===== src/rtl/pc_select_unit.sv =====
// Next-PC selection: reset, trap, jump, branch, buffered redirect, stall hold, or PC+4.
// Optional macro PC_MISALIGN_CHECK_EN traps on targets whose bits [1:0] are non-zero.
module pc_select_unit #(
  parameter int              XLEN         = 32,
  parameter logic [XLEN-1:0] RESET_VECTOR = 32'h0000_0000,
  parameter logic [XLEN-1:0] TRAP_VECTOR  = 32'h0000_0100
) (
  input  logic            clk_i,
  input  logic            rst_i,
  input  logic            stall_i,
  input  logic            branch_taken_i,
  input  logic [XLEN-1:0] branch_target_i,
  input  logic            jump_i,
  input  logic [XLEN-1:0] jump_target_i,
  input  logic            trap_i,
  output logic [XLEN-1:0] pc_o,
  output logic [XLEN-1:0] pc_plus4_o,
  output logic            redirect_pending_o,
  output logic            misalign_o
);

  localparam logic [0:0] IDLE = 1'b0;
  localparam logic [0:0] HOLD = 1'b1;

  logic [0:0]      state;
  logic [0:0]      state_nxt;
  logic [XLEN-1:0] pc;
  logic [XLEN-1:0] pc_nxt;
  logic [XLEN-1:0] pend;
  logic [XLEN-1:0] pend_nxt;
  logic            mis;
  logic            mis_nxt;
  logic            redirect;
  logic            tgt_bad;
  logic [XLEN-1:0] tgt_raw;
  logic [XLEN-1:0] tgt;

  // Jump outranks branch when both resolve in the same cycle.
  always_comb begin
    redirect = jump_i | branch_taken_i;
    tgt_raw  = jump_i ? jump_target_i : branch_target_i;
`ifdef PC_MISALIGN_CHECK_EN
    tgt      = tgt_raw;
    tgt_bad  = redirect & (tgt_raw[1:0] != 2'b00);
`else
    tgt      = tgt_raw & ~{{(XLEN-2){1'b0}}, 2'b11};
    tgt_bad  = 1'b0;
`endif
  end

  // Next-state selection in fixed priority order below reset.
  always_comb begin
    pc_nxt    = pc;
    state_nxt = state;
    pend_nxt  = pend;
    mis_nxt   = 1'b0;
    if (trap_i) begin
      pc_nxt    = TRAP_VECTOR;
      state_nxt = IDLE;
      pend_nxt  = '0;
    end else if (redirect) begin
      if (tgt_bad) begin
        // A bad target traps at once, even when it would have been buffered.
        pc_nxt    = TRAP_VECTOR;
        state_nxt = IDLE;
        pend_nxt  = '0;
        mis_nxt   = 1'b1;
      end else if (stall_i) begin
        pend_nxt  = tgt;
        state_nxt = HOLD;
      end else begin
        pc_nxt    = tgt;
        state_nxt = IDLE;
        pend_nxt  = '0;
      end
    end else if (state == HOLD) begin
      if (!stall_i) begin
        pc_nxt    = pend;
        state_nxt = IDLE;
        pend_nxt  = '0;
      end else begin
        pc_nxt    = pc;
      end
    end else if (!stall_i) begin
      pc_nxt = pc + XLEN'(4);
    end else begin
      pc_nxt = pc;
    end
  end

  // State registers with synchronous reset.
  always_ff @(posedge clk_i) begin
    if (rst_i) begin
      pc    <= RESET_VECTOR;
      state <= IDLE;
      pend  <= '0;
      mis   <= 1'b0;
    end else begin
      pc    <= pc_nxt;
      state <= state_nxt;
      pend  <= pend_nxt;
      mis   <= mis_nxt;
    end
  end

  assign pc_o               = pc;
  assign pc_plus4_o         = pc + XLEN'(4);
  assign redirect_pending_o = (state == HOLD);
  assign misalign_o         = mis;

endmodule

===== config.mk =====
export PLATFORM = sky130hd
export DESIGN_NAME = pc_select_unit
export DESIGN_NICKNAME = d
export VERILOG_FILES = /design/src/rtl/pc_select_unit.sv
export SDC_FILE = /design/constraint.sdc
export NUM_CORES = 1
export LEC_CHECK = 0
export CAP_MARGIN = 20
export CORE_MARGIN = 2
export CORE_UTILIZATION = 47
export DETAILED_ROUTE_END_ITERATION = 10
export PLACE_DENSITY = 0.84
export SETUP_SLACK_MARGIN = 0.2
export SLEW_MARGIN = 20
export SYNTH_ARGS = -nofsm -noshare
export SYNTH_HDL_FRONTEND = slang
export SYNTH_SLANG_ARGS = --single-unit

===== constraint.sdc =====
create_clock -name clk_i -period 3.7 [get_ports clk_i]
set_clock_uncertainty 0.15 [all_clocks]
set_input_delay 1.11 -clock clk_i [delete_from_list [all_inputs] [get_ports clk_i]]
set_output_delay 1.11 -clock clk_i [all_outputs]
set_load 0.005 [all_outputs]

==> results.md <==
* Number of global-route vias before repair at 4636
* Inserted Clock Buffers at 9
* Drt first pass iters at 5
* Critical setup path kind: reg2out
* Number of flops mapped to enable cells by yosys at 0
* Final hold viol count at 0
* Crit share post-route at 98.1%
* CP required at 2.44 ns
* Max-Cap Viols at 0
* Row count at 34
* Post-route setup TNS at 0 ns
* TritonCTS Sinks at 63
* Critical R2R Launch: pc_o[5]$_SDFFE_PP0N_
* #FFs+latches synth at 63
* Hold-fix buffer count after cts at 0
* Placed instance area at 5670 sq um
* Clk_lat worst skew at 0.35 ns
* Final setup viols at 0
* Vias at 4947
* N_diodes at 0
* WHS at 0.299 ns
* Tot GR Track Use at 30.2%
* Critical path startpoint: pc_o[5]$_SDFFE_PP0N_
* CTS tree: built
* Worst-path clk slew at 0.08 ns
* Max Freq at 0.276 GHz
* Starting density of the core at 47.6%
* Status: complete, no violations
* Mean Syn Cell Area at 7.73 sq um
* Core Area at 8590 sq um
* Post-synth net total at 600
* Synth top cells by count: dfxtp_1, nor2_1, a21oi_1
* Seq/Total Area, Yosys at 30.8%
* Yosys Warn Count at 0
* RePlAce Congestion at 0.935
* Worst ir drop on vdd at 0.000191 V
* Number of top-level pins at 136
* Area growth syn-to-layout at 52.3%
* Synth cell types at 53
* Post-route DRC at 0
* Pins over their slew limit at 0
* Overflow after GRT at 0
* Hold Crit Class: reg2reg
* Clock tree buffer depth at 2
* Non-Filler Instances at 795
* Clock root cell: clkbuf_8
* Post-route ant nets at 0
* Post-DP HPWL at 10.2 mm
* RSZ-0062 raised after global routing: true
* Rel. slew slack at 57.7%
* Die area at 9470 sq um
* Core Util, Final at 72.5%
* Min Tclk post-route at 3.63 ns
* Initial DRC count at 525
* Yosys top cell area share at 30.8%
* DIE WIDTH at 97.3 microns
* Crit path max fanout at 3
* Startpoint types: flop
* Lkg Pwr at 2.59 nW
* Layout cells sized above 1 at 23.0%
* Post-synthesis cell count at 529
* Die H at 97.3 microns
* Pwr/cell area at 299 nW/um^2
* Antenna violations before repair at 0
* H-tree depth at 3
* I/O Buffers at 130
* Hold Crit Start: pc_o[1]$_SDFFE_PP0N_
* Avg WL per Cell at 19.1 microns
* Final WL at 15.2 mm
* Vias per cell at 6.22
* Pin count of the biggest net entering global routing at 46
* Post-synthesis async set-or-reset flop share at 0%
* Global-route wire length before repair at 23.5 mm
* Dpl cells at 762
* Post-Syn Area at 4090 sq um
* Top_reg_cell synth: dfxtp_1
* Nets at 753
* Design Area, Final at 6230 sq um
* Worst slew pin tran at 0.628 ns
* Crit path DAT at 2.37 ns
* Top-count cell post-synth: dfxtp_1
* Largest cells by area after synthesis: dfxtp_1, a21oi_1, mux2_2
* Synth area leader: dfxtp_1
* CP Capture Type: output port
## layer usage
metal | track usage, % | wire (microns) | up-vias
li1 | - | - | 2230
met1 | 39.4 | 5880 | 2308
met2 | 49.6 | 7160 | 344
met3 | 5.04 | 1470 | 65
met4 | 12.5 | 656 | 0
met5 | 0 | 0 | -
## kinds of logic after synthesis
family | count (synthesis) | share of synthesized area, %
DFF | 63 | 30.8
xor gates and xnor gates | 28 | 5.99
AOI/OAI and AO/OA | 158 | 24.6
adders and majority gates | 1 | 0.306
muxes | 34 | 8.99
other | 1 | 0.0917
buffers and inverters | 74 | 7.19
and+or+nand+nor | 170 | 22.0
## repair_timing
action	4_1_cts	5_1_grt
endpoints found under the setup margin	22	11
resized for setup	72	16
setup buffers	11	6
pin swaps	10	13
## final cells by class
| class | instances | area [sq um] |
|---|---|---|
| Sequential cell | 63 | 1280 |
| Clock buffer | 9 | 124 |
| Inverter | 21 | 78.8 |
| Multi-Input combinational cell | 392 | 2740 |
| Clock inverter | 7 | 121 |
| Timing Repair Buffer | 195 | 1760 |
| Tap cell | 108 | 135 |
| Fill cell | 619 | 2360 |
## flip-flops by register name (all words and copies together), names as in the netlist
name,flops
pc_o,32
pend,30
redirect_pending_o,1
## power by group
| part | internal, mW | switching [mW] |
|---|---|---|
| Sequential | 0.702 | 0.0197 |
| Clock | 0.450 | 0.298 |
| Combinational | 0.199 | 0.193 |
## cells in the final DEF, fill, tap and decap left out, types with 19 or more instances in the layout
| cell | n |
|---|---|
| dfxtp_1 | 48 |
| buf_4 | 61 |
| nor2_1 | 59 |
| a22oi_1 | 25 |
| nand2_1 | 23 |
| clkdlybuf4s50_1 | 106 |
| nand3_1 | 19 |
| a21oi_1 | 58 |
| mux2_2 | 22 |
| o21ai_0 | 26 |
| inv_1 | 21 |
## worst paths after layout
check	end	cells after the start	slack, ns
setup reg to reg	pc_o[27]$_SDFFE_PP0N_	9	1.27
hold / removal	pc_o[1]$_SDFFE_PP0N_	2	0.30
setup / recovery	pc_plus4_o[28]	5	0.07
hold reg to reg	pc_o[1]$_SDFFE_PP0N_	2	0.30
## worst max-delay path: stages (launching register included)
cell	delay [ns]
dfxtp_2	0.34
nand4_1	0.17
or4_4	0.55
or4_4	0.53
xnor2_2	0.15
dlygate4sd2_1	0.28
## metrics by stage
stage	setup WS, ns	power, mW
2_1_floorplan	0.536	0.919
3_3_place_gp	0.157	1.11
3_5_place_dp	0.103	1.12
4_1_cts	0.0599	1.85
5_1_grt	0.0239	1.92
6_report	0.0715	1.86
No activity file was read; power rests on OpenSTA's default activity.
